**config.mk**
```make
export PLATFORM = sky130hd
export DESIGN_NAME = arcino_multdiv_ctrl
export DESIGN_NICKNAME = d
export VERILOG_FILES = /design/src/rtl/arcino_multdiv_ctrl.sv
export SDC_FILE = /design/constraint.sdc
export NUM_CORES = 1
export LEC_CHECK = 0
export ABC_AREA = 1
export BUFFER_PORTS_ARGS = -buffer_cell sky130_fd_sc_hd__buf_2
export CORE_MARGIN = 3
export CORE_UTILIZATION = 39
export DETAILED_ROUTE_END_ITERATION = 7
export HOLD_SLACK_MARGIN = 0.05
export PLACE_DENSITY = 0.7
export SLEW_MARGIN = 30
export SYNTH_ARGS = -nofsm -noshare
export SYNTH_HDL_FRONTEND = slang
export SYNTH_SLANG_ARGS = --single-unit
```
**constraint.sdc**
```tcl
create_clock -name clk_i -period 1.9 [get_ports clk_i]
set_clock_uncertainty 0.15 [all_clocks]
set_input_delay 0.475 -clock clk_i [delete_from_list [all_inputs] [get_ports clk_i]]
set_output_delay 0.475 -clock clk_i [all_outputs]
set_load 0.02 [all_outputs]
```
**src/rtl/arcino_multdiv_ctrl.sv**
```systemverilog
// arcino_multdiv_ctrl: one-deep request sequencer in front of arcino_multdiv_fast.
// Registers a mul/div request, runs the datapath, returns the result, caches DIV/REM.

package arcino_defines;
    typedef enum logic [1:0] {
        MD_OP_MULL = 2'd0,
        MD_OP_MULH = 2'd1,
        MD_OP_DIV  = 2'd2,
        MD_OP_REM  = 2'd3
    } md_op_e;
endpackage

module arcino_multdiv_ctrl
    import arcino_defines::*;
#(
    parameter bit RESULT_CACHE = 1'b1
) (
    input  logic        clk_i,
    input  logic        rst_ni,
    input  logic        req_valid_i,
    output logic        req_ready_o,
    input  md_op_e      req_op_i,
    input  logic [1:0]  req_signed_mode_i,
    input  logic [31:0] req_op_a_i,
    input  logic [31:0] req_op_b_i,
    input  logic        kill_i,
    output logic        resp_valid_o,
    input  logic        resp_ready_i,
    output logic [31:0] resp_result_o,
    output logic        md_mult_en_o,
    output logic        md_div_en_o,
    output md_op_e      md_operator_o,
    output logic [1:0]  md_signed_mode_o,
    output logic [31:0] md_op_a_o,
    output logic [31:0] md_op_b_o,
    input  logic        md_ready_i,
    input  logic [31:0] md_result_i,
    output logic        alu_sel_md_o
);

    typedef enum logic [2:0] {
        S_IDLE,
        S_MULT,
        S_DIV,
        S_DRAIN,
        S_RESP
    } state_e;

    state_e      state_q, state_d;
    md_op_e      op_q, op_d;
    logic [1:0]  mode_q, mode_d;
    logic [31:0] a_q, a_d;
    logic [31:0] b_q, b_d;
    logic [31:0] res_q, res_d;

    logic        c_valid_q, c_valid_d;
    md_op_e      c_op_q, c_op_d;
    logic [1:0]  c_mode_q, c_mode_d;
    logic [31:0] c_a_q, c_a_d;
    logic [31:0] c_b_q, c_b_d;
    logic [31:0] c_res_q, c_res_d;

    logic req_is_div;
    logic op_is_div;
    logic accept;
    logic key_match;
    logic cache_hit;

    assign req_is_div = (req_op_i == MD_OP_DIV) || (req_op_i == MD_OP_REM);
    assign op_is_div  = (op_q == MD_OP_DIV) || (op_q == MD_OP_REM);
    assign accept     = (state_q == S_IDLE) && req_valid_i && !kill_i;

    // A DIV entry never answers a REM request because the op is part of the key.
    assign key_match = (req_op_i == c_op_q)
                    && (req_signed_mode_i == c_mode_q)
                    && (req_op_a_i == c_a_q)
                    && (req_op_b_i == c_b_q);
    assign cache_hit = RESULT_CACHE && c_valid_q && req_is_div && key_match;

    // State, request fields, result and cache registers.
    always_ff @(posedge clk_i or negedge rst_ni) begin
        if (!rst_ni) begin
            state_q   <= S_IDLE;
            op_q      <= MD_OP_MULL;
            mode_q    <= 2'b00;
            a_q       <= '0;
            b_q       <= '0;
            res_q     <= '0;
            c_valid_q <= 1'b0;
            c_op_q    <= MD_OP_MULL;
            c_mode_q  <= 2'b00;
            c_a_q     <= '0;
            c_b_q     <= '0;
            c_res_q   <= '0;
        end else begin
            state_q   <= state_d;
            op_q      <= op_d;
            mode_q    <= mode_d;
            a_q       <= a_d;
            b_q       <= b_d;
            res_q     <= res_d;
            c_valid_q <= c_valid_d;
            c_op_q    <= c_op_d;
            c_mode_q  <= c_mode_d;
            c_a_q     <= c_a_d;
            c_b_q     <= c_b_d;
            c_res_q   <= c_res_d;
        end
    end

    // Next state, request capture, result capture and cache fill.
    always_comb begin
        state_d   = state_q;
        op_d      = op_q;
        mode_d    = mode_q;
        a_d       = a_q;
        b_d       = b_q;
        res_d     = res_q;
        c_valid_d = c_valid_q;
        c_op_d    = c_op_q;
        c_mode_d  = c_mode_q;
        c_a_d     = c_a_q;
        c_b_d     = c_b_q;
        c_res_d   = c_res_q;
        unique case (state_q)
            S_IDLE: begin
                if (accept) begin
                    op_d   = req_op_i;
                    mode_d = req_signed_mode_i;
                    a_d    = req_op_a_i;
                    b_d    = req_op_b_i;
                    if (cache_hit) begin
                        res_d   = c_res_q;
                        state_d = S_RESP;
                    end else if (req_is_div) begin
                        state_d = S_DIV;
                    end else begin
                        state_d = S_MULT;
                    end
                end
            end
            S_MULT: begin
                if (md_ready_i) begin
                    if (kill_i) begin
                        state_d = S_IDLE;
                    end else begin
                        res_d   = md_result_i;
                        state_d = S_RESP;
                    end
                end else if (kill_i) begin
                    state_d = S_DRAIN;
                end
            end
            S_DIV: begin
                if (md_ready_i) begin
                    if (kill_i) begin
                        state_d = S_IDLE;
                    end else begin
                        res_d   = md_result_i;
                        state_d = S_RESP;
                        if (RESULT_CACHE) begin
                            c_valid_d = 1'b1;
                            c_op_d    = op_q;
                            c_mode_d  = mode_q;
                            c_a_d     = a_q;
                            c_b_d     = b_q;
                            c_res_d   = md_result_i;
                        end
                    end
                end else if (kill_i) begin
                    state_d = S_DRAIN;
                end
            end
            // The datapath only advances with its enable high, so run it out.
            S_DRAIN: begin
                if (md_ready_i) begin
                    state_d = S_IDLE;
                end
            end
            S_RESP: begin
                if (kill_i || resp_ready_i) begin
                    state_d = S_IDLE;
                end
            end
            default: state_d = S_IDLE;
        endcase
    end

    // Handshake and datapath enables decoded from the state.
    always_comb begin
        req_ready_o  = 1'b0;
        md_mult_en_o = 1'b0;
        md_div_en_o  = 1'b0;
        resp_valid_o = 1'b0;
        unique case (state_q)
            S_IDLE:  req_ready_o  = 1'b1;
            S_MULT:  md_mult_en_o = 1'b1;
            S_DIV:   md_div_en_o  = 1'b1;
            S_DRAIN: begin
                md_div_en_o  = op_is_div;
                md_mult_en_o = !op_is_div;
            end
            S_RESP:  resp_valid_o = 1'b1;
            default: ;
        endcase
    end

    assign alu_sel_md_o     = md_div_en_o;
    assign md_operator_o    = op_q;
    assign md_signed_mode_o = mode_q;
    assign md_op_a_o        = a_q;
    assign md_op_b_o        = b_q;
    assign resp_result_o    = res_q;

endmodule

```
==> out/qor.txt <==
Status -> finished, violations left
Failing checks -> setup timing
CP endpoint kind -> primary output
PD cells -> 1774 mW/mm^2
Slew Viols, Final -> 0
Count leader, synth -> nand2_1
Critical Path Start Type -> flop
Final #Nets -> 1,547
Hold Vio Cnt, Final -> 0
Post-Route WL -> 25,240 um
Family with the most delay on the worst path -> flip-flops
Layout fillers -> 2,161
Site Rows -> 55
Req. time, crit path -> 1.27 ns
Ys async rst share -> 100.0%
Starting Density -> 40.34%
Max-cap violations -> 0
Chip width -> 160.2 um
CP Buf/Inv Count -> 3
Synth Instances -> 1,176
Main flop type after synthesis -> dfrtp_1
GPL Wtd Cong -> 0.8009
Initial antenna violation count -> 6
Synthesized flop and latch total -> 204
Placed Cells -> 1,692
Routed vias -> 8,298
Final period util -> 114.3%
Avg Inst Size Synth -> 7.885 um^2
Slowest cell on the critical path -> dfrtp_1
Yosys top cell by area -> dfrtp_1
Vias per cell -> 4.685
Area delta synth->final -> 36.23%
Iter 0 DRT Violations -> 516
Worst VDD drop -> 1125 uV
Reg2Reg Setup Slack -> -0.20 ns
Relative slew slack -> 74.16%
Fin cells -> 1,771
DRC errors left -> 0
Post-Syn Area -> 0.009273 mm^2
Synth top area share -> 55.05%
Number of flops mapped to enable cells by yosys -> 0
Commonest cells post-synth -> nand2_1, dfrtp_1, inv_1, o21ai_0, nor2_1
Grt total ovfl -> 0
CTS buffer count -> 23
Crit-path max cell delay -> 0.41 ns
Synth area leaders -> dfrtp_1, nand2_1, o21ai_0
RSZ-0062 raised after global routing -> true
Cell variety after synth -> 25
Overall Power -> 22,410 uW
CTS sink count -> 204
CTS clk-pin slew, worst paths -> 0.06 ns
Core area -> 0.02298 mm^2
Post-synthesis sequential area ratio -> 55.05%
Clock Tree Buf Depth -> 3
Hold WC Path Type -> in2reg
CTS tree -> built
Hold_ws -> 0.06734 ns
Worst path cell trace -> inv_2 -> nand2_2 -> nor2_1 -> inv_1 -> o21ai_2 -> buf_6
Crit path kind -> reg2out
Worst Path Max Fanout -> 2
Fraction of layout cells with a size suffix above 1 -> 27.13%
Final setup fails -> 38
IO buf count -> 210
Period minus WS final -> 2.171 ns
Full die area -> 0.02566 mm^2
H-tree depth -> 1
Vias in the first global route -> 8,102
Worst setup slack after layout -> -0.2709 ns
CP arrival -> 1.55 ns
DP Wirelength -> 16,810 um
First-pass GRT wire length -> 39,970 um
Routed WL per cell -> 14.25 um
First-pass detailed-route iteration total -> 5
Tot GR Track Use -> 18.76%
Fmax -> 0.4606 GHz
Static Leak -> 0.006835 uW
Clock Latency Late Sink -> 0.50 ns
Post-route ant nets -> 0
Pin count of the biggest net entering global routing -> 63
Die height -> 160.2 um
Clock root cell -> clkbuf_16
Number of I/O pins -> 211
YS warnings -> 0
Least-Margin Pin Slew -> 0.3836 ns
Syn_nets -> 1,282
-- final cells by class --
cell class,instances,area (um^2),share of cell area (%)
antenna,2,5.005,0.03962
clock buffer,31,655.6,5.190
clock inverter,9,147.6,1.169
inverter,182,685.7,5.428
multi-input combinational,740,3570,28.26
sequential,204,5106,40.42
tap,313,391.6,3.100
timing repair buffer,290,2071,16.39
-- sequential cells by signal, indices dropped and copies added (netlist names) --
register          count
c_mode_q              2
resp_result_o        32
c_b_q                32
md_op_a_o            32
c_op_q                2
md_op_b_o            32
state_q               3
md_operator_o         2
md_signed_mode_o      2
c_a_q                32
c_valid_q             1
c_res_q              32
-- stage by stage --
| stage | utilization [%] | worst slack (ns) | setup TNS, ns | area [um^2] |
|---|---|---|---|---|
| 2_1_floorplan | - | 0.1032 | 0 | 9273 |
| 3_3_place_gp | 47.88 | -0.3981 | -12.73 | 11000 |
| 3_5_place_dp | 47.88 | -0.4420 | -13.91 | 11000 |
| 4_1_cts | 53.75 | -0.2421 | -6.924 | 12350 |
| 5_1_grt | 54.95 | -0.3486 | -11.74 | 12630 |
| 6_report | 54.96 | -0.2709 | -6.671 | 12630 |
-- cell usage in the layout (no fill, tap or decap), types with 25 or more instances in the layout --
cell,instances
nand2_1,338
buf_2,204
dfrtp_1,203
inv_1,177
o21ai_0,173
nor2_1,85
a21oi_1,36
buf_4,34
o21ai_2,27
nand2_4,27
clkbuf_16,25
-- logic make-up after synthesis --
logic type	count (synthesis)	synth area share [%]
compound gates	246	14.29
xor+xnor	8	0.7557
buf+inv	233	10.01
flops	204	55.05
simple gates	485	19.89
-- what timing repair did --
action                                  4_1_cts  5_1_grt
hold buffers                                 21        0
hold endpoints to repair                    218        0
setup buffers                                 5        4
cloned                                        4        4
resized for setup                            61       51
pin swaps                                     2       17
endpoints found under the setup margin       38       39
-- power by group --
part,internal (uW),switching [uW]
Sequential,6430,1380
Combinational,3960,5920
Clock,2950,1760
-- tightest hold or removal path: cells and delay by family --
kind,cells,cell delay (ns)
simple gates,1,0.04
buf+inv,1,0.10
compound gates,1,0.06
-- final timing paths --
check,from,to,cells past startpoint
setup / recovery,state_q[2]$_DFFE_PN0P_,md_mult_en_o,6
hold / removal,req_op_b_i[9],md_op_b_o[9]$_DFFE_PN0P_,3
setup reg to reg,c_b_q[14]$_DFFE_PN0P_,resp_result_o[18]$_DFFE_PN0P_,13
hold reg to reg,c_valid_q$_DFFE_PN0P_,c_valid_q$_DFFE_PN0P_,2
max in group asynchronous,rst_ni,c_a_q[24]$_DFFE_PN0P_,3
min in group asynchronous,rst_ni,md_op_b_o[22]$_DFFE_PN0P_,2
-- metal layers --
layer | global-route usage, % | share of wire (%) | vias up | routed length, um
met5 | 0 | 0.23 | - | 58
met4 | 5.049 | 2.7 | 10 | 670
met3 | 5.422 | 7.3 | 63 | 1836
met2 | 31.71 | 48 | 232 | 12170
met1 | 23.62 | 42 | 3855 | 10500
li1 | - | - | 4138 | -
Power figures use the tool's default switching activity.
